`config.mk`:
```
export PLATFORM = sky130hd
export DESIGN_NAME = uart_oversample_rx
export DESIGN_NICKNAME = d
export VERILOG_FILES = /design/src/rtl/uart_oversample_rx.sv
export SDC_FILE = /design/constraint.sdc
export NUM_CORES = 1
export LEC_CHECK = 0
export BUFFER_PORTS_ARGS = -buffer_cell sky130_fd_sc_hd__buf_2
export CAP_MARGIN = 20
export CORE_MARGIN = 10
export CORE_UTILIZATION = 30
export CTS_BUF_LIST = sky130_fd_sc_hd__clkbuf_4
export CTS_CLUSTER_DIAMETER = 100
export DETAILED_ROUTE_END_ITERATION = 10
export PLACE_DENSITY = 0.44
export SYNTH_ARGS = -nofsm -noshare
export SYNTH_HDL_FRONTEND = slang
export SYNTH_SLANG_ARGS = --single-unit
```
`constraint.sdc`:
```
create_clock -name clk -period 5.26 [get_ports clk]
set_clock_uncertainty 0.1 [all_clocks]
set_input_delay 0.789 -clock clk [delete_from_list [all_inputs] [get_ports clk]]
set_output_delay 0.789 -clock clk [all_outputs]
set_load 0.01 [all_outputs]
```
`src/rtl/uart_oversample_rx.sv`:
```
`default_nettype none
// ============================================================================
// Module   : uart_oversample_rx
// Purpose  : UART receiver, 8N1, LSB first, idle-high line. The rx input is
//            oversampled at CLKS_PER_BIT clocks per bit, and each bit is
//            sampled at its midpoint. A good byte appears on data together
//            with a one-cycle recv strobe.
// Option   : UART_RX_PARITY_EN adds an even-parity bit (8E1), a PARITY
//            state and the parity_err port.
// Ports    : clk        - clock, all logic on posedge
//            rst        - asynchronous, active-high reset
//            rx         - serial line, asynchronous to clk, idle = 1
//            data[7:0]  - last correctly received byte
//            recv       - 1-cycle strobe, data updated this cycle
//            frame_err  - 1-cycle strobe, stop bit sampled 0
//            busy       - high whenever the receiver is not idle
//            parity_err - 1-cycle strobe, parity mismatch (option only)
// Revision : 1.0 - initial release
// ============================================================================
module uart_oversample_rx #(
    parameter int CLKS_PER_BIT = 16
) (
    input  logic       clk,
    input  logic       rst,
    input  logic       rx,
    output logic [7:0] data,
    output logic       recv,
    output logic       frame_err,
    output logic       busy
`ifdef UART_RX_PARITY_EN
    ,
    output logic       parity_err
`endif
);

    localparam int CNT_W = $clog2(CLKS_PER_BIT);
    localparam int HALF  = CLKS_PER_BIT / 2;
    localparam logic [CNT_W-1:0] C_HALF_LAST = CNT_W'(HALF - 1);
    localparam logic [CNT_W-1:0] C_BIT_LAST  = CNT_W'(CLKS_PER_BIT - 1);

    typedef enum logic [2:0] {
        S_IDLE   = 3'd0,
        S_START  = 3'd1,
        S_DATA   = 3'd2,
        S_PARITY = 3'd3,
        S_STOP   = 3'd4,
        S_BRK    = 3'd5
    } state_t;

    logic             rx_meta_q, rx_s_q;
    state_t           state_q, state_d;
    logic [CNT_W-1:0] cnt_q, cnt_d;
    logic [2:0]       idx_q, idx_d;
    logic [7:0]       shift_q, shift_d;
    logic [7:0]       data_q, data_d;
    logic             recv_q, recv_d;
    logic             ferr_q, ferr_d;
    logic             w_bit_end;
`ifdef UART_RX_PARITY_EN
    logic             par_q, par_d;
    logic             perr_q, perr_d;
`endif

    assign w_bit_end = (cnt_q == C_BIT_LAST);

    always_comb begin
        state_d = state_q;
        cnt_d   = cnt_q;
        idx_d   = idx_q;
        shift_d = shift_q;
        data_d  = data_q;
        recv_d  = 1'b0;
        ferr_d  = 1'b0;
`ifdef UART_RX_PARITY_EN
        par_d   = par_q;
        perr_d  = 1'b0;
`endif
        case (state_q)
            S_IDLE: begin
                if (!rx_s_q) begin
                    state_d = S_START;
                    cnt_d   = '0;
                end
            end
            S_START: begin
                // Re-check the line at mid start bit; a short low pulse is
                // dropped silently.
                if (cnt_q == C_HALF_LAST) begin
                    cnt_d = '0;
                    if (!rx_s_q) begin
                        state_d = S_DATA;
                        idx_d   = 3'd0;
                    end else begin
                        state_d = S_IDLE;
                    end
                end else begin
                    cnt_d = cnt_q + CNT_W'(1);
                end
            end
            S_DATA: begin
                if (w_bit_end) begin
                    shift_d[idx_q] = rx_s_q;
                    cnt_d          = '0;
                    idx_d          = idx_q + 3'd1;
                    if (idx_q == 3'd7) begin
`ifdef UART_RX_PARITY_EN
                        state_d = S_PARITY;
`else
                        state_d = S_STOP;
`endif
                    end
                end else begin
                    cnt_d = cnt_q + CNT_W'(1);
                end
            end
`ifdef UART_RX_PARITY_EN
            S_PARITY: begin
                if (w_bit_end) begin
                    par_d   = rx_s_q;
                    cnt_d   = '0;
                    state_d = S_STOP;
                end else begin
                    cnt_d = cnt_q + CNT_W'(1);
                end
            end
`endif
            S_STOP: begin
                // Leaving at mid stop bit leaves half a bit of margin for a
                // start bit that immediately follows.
                if (w_bit_end) begin
                    cnt_d = '0;
                    if (rx_s_q) begin
                        state_d = S_IDLE;
`ifdef UART_RX_PARITY_EN
                        if (^{shift_q, par_q}) begin
                            perr_d = 1'b1;
                        end else begin
                            data_d = shift_q;
                            recv_d = 1'b1;
                        end
`else
                        data_d = shift_q;
                        recv_d = 1'b1;
`endif
                    end else begin
                        // Framing failure wins over parity; the line must
                        // go high again before a new frame is accepted.
                        ferr_d  = 1'b1;
                        state_d = S_BRK;
                    end
                end else begin
                    cnt_d = cnt_q + CNT_W'(1);
                end
            end
            S_BRK: begin
                if (rx_s_q) begin
                    state_d = S_IDLE;
                end
            end
            default: begin
                state_d = S_IDLE;
                cnt_d   = '0;
            end
        endcase
    end

    always_ff @(posedge clk or posedge rst) begin
        if (rst) begin
            rx_meta_q <= 1'b1;
            rx_s_q    <= 1'b1;
            state_q   <= S_IDLE;
            cnt_q     <= '0;
            idx_q     <= 3'd0;
            shift_q   <= 8'h00;
            data_q    <= 8'h00;
            recv_q    <= 1'b0;
            ferr_q    <= 1'b0;
`ifdef UART_RX_PARITY_EN
            par_q     <= 1'b0;
            perr_q    <= 1'b0;
`endif
        end else begin
            rx_meta_q <= rx;
            rx_s_q    <= rx_meta_q;
            state_q   <= state_d;
            cnt_q     <= cnt_d;
            idx_q     <= idx_d;
            shift_q   <= shift_d;
            data_q    <= data_d;
            recv_q    <= recv_d;
            ferr_q    <= ferr_d;
`ifdef UART_RX_PARITY_EN
            par_q     <= par_d;
            perr_q    <= perr_d;
`endif
        end
    end

    assign data      = data_q;
    assign recv      = recv_q;
    assign frame_err = ferr_q;
    assign busy      = (state_q != S_IDLE);
`ifdef UART_RX_PARITY_EN
    assign parity_err = perr_q;
`endif

endmodule
`default_nettype wire

```
==> reports/summary.txt, run 1 <==
=================================================================================================
Result of the run .................................................................. finished clean
Proportion of layout cells with a drive suffix above 1 .............................        32.6%
FMAX ...............................................................................      430 MHz
HPWL reported at the end of detailed placement .....................................      1910 um
Period utilization .................................................................        44.2%
Antenna-violating nets left ........................................................            0
Final-layout setup total negative slack ............................................         0 ns
Worst slew slack as a fraction of its limit ........................................        67.2%
CP cell instances .................................................................. or3_1 -> buf_2
Global-route usage over all layers .................................................        7.27%
Die width ..........................................................................      90.5 um
Initial DRT Pass Iterations ........................................................            4
Synthesized Nets ...................................................................          136
Remaining DRCs .....................................................................            0
Synth Warn # .......................................................................            0
Number of buffers inserted by port buffering .......................................           13
Number of distinct library cell variants in the gate-level netlist after synthesis .           42
Flip-flop and latch count after synthesis ..........................................           30
Number of sinks driven by the clock tree ...........................................           30
Number of hold-slack violations in the final timing report .........................            0
Arr. time, crit path ...............................................................      1.44 ns
Synthesized netlist cell count .....................................................          130
Layout Area Growth over Synthesis ..................................................        11.3%
Part of the Yosys area used for sequential elements ................................        50.5%
Kind of end point of the critical path .............................................  output port
Clock Root Buffer .................................................................. sky130_fd_sc_hd__clkbuf_4
Number of top-level design ports ...................................................           14
Switching power of the nets ........................................................       179 uW
Final critical-path required period ................................................      2.33 ns
Crit Reg-Reg Endpoint .............................................................. shift_q[1]$_DFFE_PP0P_
Nets ...............................................................................          150
FF-to-FF path depth ................................................................            4
Cell Area, Synth ...................................................................     1490 um2
First-pass GRT wire length .........................................................      5020 um
Critical path peak fanout ..........................................................           15
Clock tree from TritonCTS ..........................................................         done
Logic pwr share ....................................................................        25.0%
Pin slew with the least headroom to its limit ......................................     0.492 ns
Power density over the cells .......................................................   341 nW/um2
Flop2flop setup slack ..............................................................      3.28 ns
Sequential Power Share .............................................................        52.0%
Worst-path cell with the longest stage delay ....................................... sky130_fd_sc_hd__dfrtp_1
Static power due to leakage ........................................................  0.000796 uW
Highest cell delay on the worst timing path ........................................      0.56 ns
Internal Dissipation ...............................................................       387 uW
Async set-reset flop share out of synthesis ........................................         100%
Placer Congestion ..................................................................        0.733
Vias ...............................................................................        1,014
Number of pins with negative max-slew slack in the final report ....................            0
Most common flop cell mapped by yosys .............................................. sky130_fd_sc_hd__dfrtp_1
Via-to-Cell Ratio ..................................................................         4.81
Initial antenna violation count ....................................................            0
CP top delay family ................................................................   flip-flops
Count of cells resized by post-cts repair ..........................................            0
Clock transition at the registers of the reported paths ............................      0.08 ns
Final setup slack of the worst path ................................................      2.93 ns
Required time of the critical path .................................................      4.37 ns
WHS Endpoint ....................................................................... rx_s_q$_DFF_PP1_
Cell taking the most area after synthesis .......................................... sky130_fd_sc_hd__dfrtp_1
Worst min path class ...............................................................      reg2reg
Worst skew pair latency ............................................................      0.32 ns
Setup Crit Path Kind ...............................................................      reg2out
Initial core utilization ...........................................................        31.3%
Worst reg2reg path startpoint ...................................................... state_q[1]$_DFFE_PP0P_
Number of max-cap violations .......................................................            0
Hold Crit Start .................................................................... rx_meta_q$_DFF_PP1_
WHS Path Cells .....................................................................            0
Die outline area ...................................................................     8190 um2
Leading cell types by total area after synthesis ................................... sky130_fd_sc_hd__dfrtp_1 47%, sky130_fd_sc_hd__mux2_2 9.8%, sky130_fd_sc_hd__dfstp_2 3.5%, sky130_fd_sc_hd__mux2_4 3.0%, sky130_fd_sc_hd__ha_1 2.5%
Die extent in y ....................................................................      90.5 um
Total setup violations reported at the end of the flow .............................            0
CTS H-Tree Depth ...................................................................            2
Critical path buffer and inverter count ............................................            1
Most frequent cell after synthesis ................................................. sky130_fd_sc_hd__dfrtp_1
Aggregate routed wire length .......................................................      2730 um
Std-Cell Core Area .................................................................     4750 um2
Total CTS buffers ..................................................................            5
DP Worst Slack .....................................................................      3.28 ns
Vias in the first global route .....................................................        1,056
FP Rows ............................................................................           25
EDFF count, synth ..................................................................            0
Sw frac ............................................................................        31.7%
Hold buffer count at cts ...........................................................            0
Buffers inserted during post-CTS setup optimization ................................            0
Total congestion overflow after global routing .....................................            0
Avg Cell Area, Syn .................................................................     11.5 um2
Critical path launch point type ....................................................         flop
Antenna fix cells ..................................................................            0
Fraction of post-synthesis cell area in the top cell type by area ..................        47.0%
Unrepaired setup endpoints after global routing ....................................        false
WL per Instance ....................................................................      12.9 um
Maximum number of pins on one net before global-route repair .......................           31
Number of violations reported at the end of detailed-routing iteration 0 ...........           48
Clock share of power ...............................................................        22.9%
Leading cell types by count after synthesis ........................................ 28 x sky130_fd_sc_hd__dfrtp_1, 13 x sky130_fd_sc_hd__mux2_2, 10 x sky130_fd_sc_hd__nand2_1
Peak supply drop ...................................................................   0.000142 V
Maximum buffer depth of the clock tree .............................................            2
=================================================================================================
[routing by layer]
metal  GRT usage (%)  wire [um]  share of wire (%)
met4            2.92         28                1.0
met2            10.8       1270                 46
met3            2.91        138                5.1
met1            9.08       1300                 48
met5               0          0                  0
[logic make-up (layout without fill, tap and decap cells)]
kind of cell,after synthesis,after routing,share of synthesized area (%)
DFF,30,30,50.5
buffers and inverters,12,26,3.95
xor gates and xnor gates,1,1,0.588
adders and majority gates,4,4,3.19
and+or+nand+nor,45,45,17.7
muxes,19,19,14.9
AOI/OAI and AO/OA,19,19,9.15
[layout make-up]
class | count | area, um2
Clock buffer | 7 | 52.6
Fill cell | 517 | 3100
Inverter | 5 | 18.8
Multi-Input combinational cell | 88 | 678
Sequential cell | 30 | 753
Tap cell | 67 | 83.8
Timing Repair Buffer | 14 | 72.6
[power by group through the flow]
stage	Sequential (uW)	Clock (uW)	Combinational, uW
2_1_floorplan	272	0	144
3_3_place_gp	297	0	142
3_5_place_dp	299	0	144
4_1_cts	295	138	144
5_1_grt	302	144	164
6_report	294	130	142
[how the worst max path moves through the flow]
stage,start,endpoint,cells past startpoint
after global placement,state_q[2]$_DFFE_PP0P_,busy,2
after global routing,state_q[2]$_DFFE_PP0P_,busy,2
final,state_q[2]$_DFFE_PP0P_,busy,2
after CTS,state_q[0]$_DFFE_PP0P_,busy,2
after floorplan,state_q[2]$_DFFE_PP0P_,busy,2
after detailed placement,state_q[2]$_DFFE_PP0P_,busy,2
[worst register-to-register path: stages (launching register included)]
cell and delay (ns):
sky130_fd_sc_hd__dfrtp_1 0.61, sky130_fd_sc_hd__nor3b_2 0.40, sky130_fd_sc_hd__nand3_1 0.21, sky130_fd_sc_hd__nor3b_2 0.20, sky130_fd_sc_hd__mux2_2 0.34
[through the flow]
step                      cell area [um2]  power, uW  std cells  hold WS (ns)  utilization, %
after floorplan                      1490        416        130         0.245               -
after global placement               1610        439        204         0.246            33.8
after detailed placement             1610        443        204         0.248            33.8
after CTS                            1660        576        211         0.260            34.9
after global routing                 1660        610        211         0.269            34.9
final                                1660        566        211         0.258            34.9
[sequential cells by signal, summed over array words and instances, names as in the netlist]
name	cells
cnt_q	4
data	8
frame_err	1
idx_q	3
recv	1
rx_meta_q	1
rx_s_q	1
shift_q	8
state_q	3
[layout by cell type (no fill, tap or decap), drive strengths merged, types with 4 or more instances in the layout]
cell	count
mux2	16
nor2	4
nand2	11
clkbuf	7
buf	14
inv	5
dfrtp	28
nand3	6
nor3	6
a21oi	5
No activity file was read; power rests on OpenSTA's default activity.
==> inputs of run 2 (changes only) <==
--- a/config.mk
+++ b/config.mk
@@ -12,7 +12,7 @@
 export CTS_BUF_LIST = sky130_fd_sc_hd__clkbuf_4
 export CTS_CLUSTER_DIAMETER = 100
 export DETAILED_ROUTE_END_ITERATION = 10
-export PLACE_DENSITY = 0.44
+export PLACE_DENSITY = 0.46
 export SYNTH_ARGS = -nofsm -noshare
 export SYNTH_HDL_FRONTEND = slang
 export SYNTH_SLANG_ARGS = --single-unit
==> constraint.sdc (replaced) <==
create_clock -name clk -period 1.9 [get_ports clk]
set_clock_uncertainty 0.1 [all_clocks]
set_input_delay 0.285 -clock clk [delete_from_list [all_inputs] [get_ports clk]]
set_output_delay 0.285 -clock clk [all_outputs]
set_load 0.01 [all_outputs]
==> run 2 against run 1 <==
- cell count grew 5.7%
- highest routed layer unchanged
- die area unchanged
- via count up 2.0%
==> reports/summary.txt, run 2 (synthesis results as in run 1) <==
=======================================================================================
Result of the run ........................................................ finished clean
Most frequent standard cell in the layout excluding fill and tap cells ... sky130_fd_sc_hd__dfrtp_1
Initial antenna violation count ..........................................            0
Unrepaired setup endpoints after global routing ..........................        false
Placed instance count ....................................................          213
Number of violations reported at the end of detailed-routing iteration 0 .           50
Via-to-Cell Ratio ........................................................         4.64
Period utilization .......................................................        95.0%
Worst reg2reg path startpoint ............................................ cnt_q[1]$_DFFE_PP0P_
Std-Cell Core Area .......................................................     4750 um2
Fill cell total of the finished layout ...................................          492
Initial DRT Pass Iterations ..............................................            4
Crit Reg-Reg Endpoint .................................................... data[3]$_DFFE_PP0P_
Nets .....................................................................          161
Critical path peak fanout ................................................           13
Die outline area .........................................................     8190 um2
Clock Root Buffer ........................................................ sky130_fd_sc_hd__clkbuf_4
Hold Crit Start .......................................................... rx_meta_q$_DFF_PP1_
Worst min path class .....................................................      reg2reg
Clock transition at the registers of the reported paths ..................      0.09 ns
Remaining DRCs ...........................................................            0
Number of max-cap violations .............................................            0
WHS Endpoint ............................................................. rx_s_q$_DFF_PP1_
Required time of the critical path .......................................      1.51 ns
Layout Area Growth over Synthesis ........................................        18.6%
Number of hold-slack violations in the final timing report ...............            0
Multi-input gate area in the final layout ................................      698 um2
Flop2flop setup slack ....................................................      0.14 ns
Final critical-path required period ......................................      1.81 ns
Sequential cell area .....................................................      753 um2
Final core utilization ...................................................        37.2%
Crit. Startpoint ......................................................... state_q[2]$_DFFE_PP0P_
Buffers inserted during post-CTS setup optimization ......................            0
Total congestion overflow after global routing ...........................            0
Total setup violations reported at the end of the flow ...................            0
Arr. time, crit path .....................................................      1.42 ns
Leading cell types in the layout, fill and taps excluded ................. 28 x sky130_fd_sc_hd__dfrtp_1, 13 x sky130_fd_sc_hd__mux2_2, 13 x sky130_fd_sc_hd__buf_2, 10 x sky130_fd_sc_hd__nand2_1, 10 x sky130_fd_sc_hd__buf_4
WL per Instance ..........................................................      12.9 um
Final-layout setup total negative slack ..................................         0 ns
Number of pins with negative max-slew slack in the final report ..........            0
Maximum buffer depth of the clock tree ...................................            2
Antenna fix cells ........................................................            0
Worst slew slack as a fraction of its limit ..............................        74.1%
Worst skew pair latency ..................................................      0.32 ns
HPWL reported at the end of detailed placement ...........................      2050 um
Power density over the cells .............................................   932 nW/um2
Peak supply drop .........................................................   0.000336 V
Die extent in y ..........................................................      90.5 um
CTS H-Tree Depth .........................................................            2
Vias .....................................................................        1,034
Post-route non-filler standard cell count ................................          223
Static power due to leakage ..............................................  0.000855 uW
Clock tree from TritonCTS ................................................         done
First-pass GRT wire length ...............................................      5000 um
Number of top-level design ports .........................................           14
Maximum number of pins on one net before global-route repair .............           31
Pin slew with the least headroom to its limit ............................     0.388 ns
Vias in the first global route ...........................................        1,020
WHS Path Cells ...........................................................            0
Number of buffers inserted by port buffering .............................           13
Critical path launch point type ..........................................         flop
Die width ................................................................      90.5 um
Placer Congestion ........................................................        0.750
Antenna-violating nets left ..............................................            0
Initial core utilization .................................................        31.3%
Kind of end point of the critical path ...................................  output port
FP Rows ..................................................................           25
Post-Route Hold Slack ....................................................     0.258 ns
FF-to-FF path depth ......................................................            5
Aggregate routed wire length .............................................      2880 um
Total CTS buffers ........................................................            5
Global-route usage over all layers .......................................        7.41%
FMAX .....................................................................      554 MHz
Setup Crit Path Kind .....................................................      reg2out
Proportion of layout cells with a drive suffix above 1 ...................        38.5%
Number of sinks driven by the clock tree .................................           30
=======================================================================================
## run 2: through the flow
stage | worst slack [ns] | power, uW | instance area [um2]
after floorplan | 0.128 | 1150 | 1490
after global placement | 0.0603 | 1280 | 1670
after detailed placement | 0.0138 | 1290 | 1670
after CTS | 0.0107 | 1670 | 1750
after global routing | 0.0190 | 1770 | 1770
final | 0.0947 | 1650 | 1770
## run 2: critical path, stage by stage (launching register included)
cell                      delay (ns)
sky130_fd_sc_hd__dfrtp_1        0.41
sky130_fd_sc_hd__buf_4          0.19
sky130_fd_sc_hd__or3_1          0.36
sky130_fd_sc_hd__buf_2          0.14
## run 2: timing repair
action	4_1_cts	5_1_grt
gates resized for setup	0	5
endpoints found under the hold margin	29	0
hold buffers	2	0
setup endpoints to repair	0	6
## run 2: how the worst max path moves through the flow
stage                             endpoint  slack (ns)  cells past startpoint
global placement    shift_q[0]$_DFFE_PP0P_        0.06                      5
CTS                 shift_q[2]$_DFFE_PP0P_        0.01                      5
floorplan           shift_q[1]$_DFFE_PP0P_        0.13                      6
finish                                busy        0.09                      3
global route           data[3]$_DFFE_PP0P_        0.02                      5
detailed placement  shift_q[0]$_DFFE_PP0P_        0.01                      5
## run 2: cell type report
class,count,area share [%]
Clock buffer,6,2.55
Clock inverter,2,0.495
Inverter,5,1.06
Multi-Input combinational cell,88,39.5
Sequential cell,30,42.6
Tap cell,67,4.74
Timing Repair Buffer,25,9.06
## run 2: report_power, final
group / switching [uW] / internal (uW)
registers: 73.6 / 696
clock network: 209 / 153
logic: 253 / 265
## run 2: per-layer routing
layer  wire, um  vias up  global-route usage, %
met5          0        -                      0
met4         26        0                   2.79
met3        172        5                   3.24
met2       1330       18                   11.3
met1       1350      493                   8.95
li1           -      518                      -
==> inputs of run 3 (changes only) <==
--- a/config.mk
+++ b/config.mk
@@ -8,11 +8,11 @@
 export BUFFER_PORTS_ARGS = -buffer_cell sky130_fd_sc_hd__buf_2
 export CAP_MARGIN = 20
 export CORE_MARGIN = 10
-export CORE_UTILIZATION = 30
+export CORE_UTILIZATION = 33
 export CTS_BUF_LIST = sky130_fd_sc_hd__clkbuf_4
 export CTS_CLUSTER_DIAMETER = 100
 export DETAILED_ROUTE_END_ITERATION = 10
-export PLACE_DENSITY = 0.46
+export PLACE_DENSITY = 0.49
 export SYNTH_ARGS = -nofsm -noshare
 export SYNTH_HDL_FRONTEND = slang
 export SYNTH_SLANG_ARGS = --single-unit
==> constraint.sdc (replaced) <==
create_clock -name clk -period 1.9 [get_ports clk]
set_clock_uncertainty 0.1 [all_clocks]
set_input_delay 0.095 -clock clk [delete_from_list [all_inputs] [get_ports clk]]
set_output_delay 0.095 -clock clk [all_outputs]
set_load 0.01 [all_outputs]
==> run 3 against run 2 <==
- total power grew 1.5%
- register-to-register slack about the same
- combinational power shrank 3%
- cell count is 7.2% lower
- clock-buffer cell count up 2
- worst setup slack improved by 0.040 ns
- global-route usage up 1.5 points
- sequential power increased by 0.5%
- critical path depth is 2 higher
- routed wire length up 5.6%
- maximum frequency rose by 2.3%
- clock power grew 9.1%
- critical path type is now reg2reg
- critical endpoint is now shift_q[2]$_DFFE_PP0P_
- largest cell class unchanged
- largest power group unchanged
==> reports/summary.txt, run 3 (synthesis results as in run 1) <==
=======================================================================================
Buffers inserted during post-CTS setup optimization ......................            0
DP Worst Slack ...........................................................    0.0382 ns
HPWL reported at the end of detailed placement ...........................      2150 um
Crit. Startpoint ......................................................... cnt_q[0]$_DFFE_PP0P_
Required time of the critical path .......................................      2.00 ns
Std-Cell Core Area .......................................................     4350 um2
Die width ................................................................      87.2 um
Period utilization .......................................................        92.9%
Number of hold-slack violations in the final timing report ...............            0
Vias in the first global route ...........................................        1,122
Number of top-level design ports .........................................           14
Number of buffers inserted by port buffering .............................           13
CTS H-Tree Depth .........................................................            2
FP Rows ..................................................................           24
Total CTS buffers ........................................................            5
Final-layout setup total negative slack ..................................         0 ns
Final critical-path required period ......................................      1.76 ns
Unrepaired setup endpoints after global routing ..........................        false
Crit path capture ........................................................ shift_q[2]$_DFFE_PP0P_
Die extent in y ..........................................................      87.2 um
Power density over the cells .............................................   954 nW/um2
Total congestion overflow after global routing ...........................            0
Number of violations reported at the end of detailed-routing iteration 0 .           51
Crit Reg-Reg Endpoint .................................................... shift_q[2]$_DFFE_PP0P_
WL per Instance ..........................................................      14.7 um
Maximum buffer depth of the clock tree ...................................            2
Peak supply drop .........................................................   0.000431 V
Clock transition at the registers of the reported paths ..................      0.09 ns
Number of max-cap violations .............................................            0
Antenna-violating nets left ..............................................            0
Kind of end point of the critical path ...................................         flop
FF-to-FF path depth ......................................................            5
FMAX .....................................................................      567 MHz
Clock Root Buffer ........................................................ sky130_fd_sc_hd__clkbuf_4
Highest cell delay on the worst timing path ..............................      0.40 ns
Vias .....................................................................        1,063
Critical path launch point type ..........................................         flop
Static power due to leakage ..............................................  0.000848 uW
Via-to-Cell Ratio ........................................................         5.14
Leading cell types in the layout, fill and taps excluded ................. 28 x sky130_fd_sc_hd__dfrtp_1, 13 x sky130_fd_sc_hd__mux2_2, 13 x sky130_fd_sc_hd__buf_2, 11 x sky130_fd_sc_hd__nand2_1
Proportion of layout cells with a drive suffix above 1 ...................        39.4%
Die outline area .........................................................     7600 um2
Most frequent standard cell in the layout excluding fill and tap cells ... sky130_fd_sc_hd__dfrtp_1
Worst reg2reg path startpoint ............................................ cnt_q[0]$_DFFE_PP0P_
Pin slew with the least headroom to its limit ............................     0.396 ns
CP cell instances ........................................................ ha_2 -> and3_2 -> nand3_2 -> nor3_1 -> mux2_2
Maximum number of pins on one net before global-route repair .............           31
Nets .....................................................................          160
First-pass GRT wire length ...............................................      5390 um
Initial core utilization .................................................        34.2%
Worst skew pair latency ..................................................      0.31 ns
Clock tree from TritonCTS ................................................         done
Worst-path cell with the longest stage delay ............................. sky130_fd_sc_hd__dfrtp_1
Initial DRT Pass Iterations ..............................................            4
Global-route usage over all layers .......................................        8.93%
Arr. time, crit path .....................................................      1.87 ns
Initial antenna violation count ..........................................            0
Aggregate routed wire length .............................................      3040 um
Remaining DRCs ...........................................................            0
Worst min path class .....................................................      reg2reg
Number of pins with negative max-slew slack in the final report ..........            0
Antenna fix cells ........................................................            0
Total setup violations reported at the end of the flow ...................            0
Worst slew slack as a fraction of its limit ..............................        73.5%
Flop2flop setup slack ....................................................      0.14 ns
Layout Area Growth over Synthesis ........................................        17.7%
Critical path peak fanout ................................................            7
Final setup slack of the worst path ......................................     0.135 ns
Setup Crit Path Kind .....................................................      reg2reg
Result of the run ........................................................ finished clean
Placer Congestion ........................................................        0.790
Number of sinks driven by the clock tree .................................           30
=======================================================================================
## run 3: area by class of cell
class                      count  area (um2)
tap                           52        65.1
multi-input combinational     89         712
clock buffer                   8        60.1
sequential                    30         753
timing repair buffer          23         145
fill                         430        2600
inverter                       5        18.8
## run 3: routing by layer
metal / track usage [%] / vias up / share of wire [%]
met5: 0 / - / 0
met2: 14.3 / 13 / 51
met4: 3.04 / 0 / 0
met3: 3.28 / 0 / 4.8
met1: 10.8 / 534 / 44
li1: - / 516 / -
## run 3: timing repair
action,4_1_cts,5_1_grt
endpoints found under the hold margin,29,0
hold buffers,2,0
endpoints found under the setup margin,0,13
resized for setup,0,7
## run 3: worst min path at each step
stage	startpoint	depth (start not counted)	to
4_1_cts	rx_meta_q$_DFF_PP1_	0	rx_s_q$_DFF_PP1_
6_report	rx_meta_q$_DFF_PP1_	0	rx_s_q$_DFF_PP1_
3_5_place_dp	rx	1	rx_meta_q$_DFF_PP1_
3_3_place_gp	rst	3	recv$_DFF_PP0_
2_1_floorplan	rx	0	rx_meta_q$_DFF_PP1_
5_1_grt	rx_meta_q$_DFF_PP1_	0	rx_s_q$_DFF_PP1_
## run 3: stage by stage
step | area, um2 | hold WS, ns | instances | util (%) | power (uW)
final | 1750 | 0.270 | 207 | 40.3 | 1670
after global routing | 1750 | 0.279 | 207 | 40.3 | 1800
after CTS | 1720 | 0.275 | 206 | 39.5 | 1680
after detailed placement | 1640 | 0.102 | 196 | 37.7 | 1270
after global placement | 1640 | 0.0920 | 196 | 37.7 | 1260
after floorplan | 1490 | -0.000522 | 130 | - | 1150
## run 3: where the power goes
group | internal (uW) | switching [uW]
Clock | 190 | 204
Sequential | 696 | 77.4
Combinational | 256 | 250
## run 3: critical path, delay by kind of cell (launching register included)
family,cells,cell delay [ns]
AND/OR/NAND/NOR,3,0.57
adder cells (fa/ha/maj),1,0.23
flip-flops,1,0.40
multiplexers,1,0.36
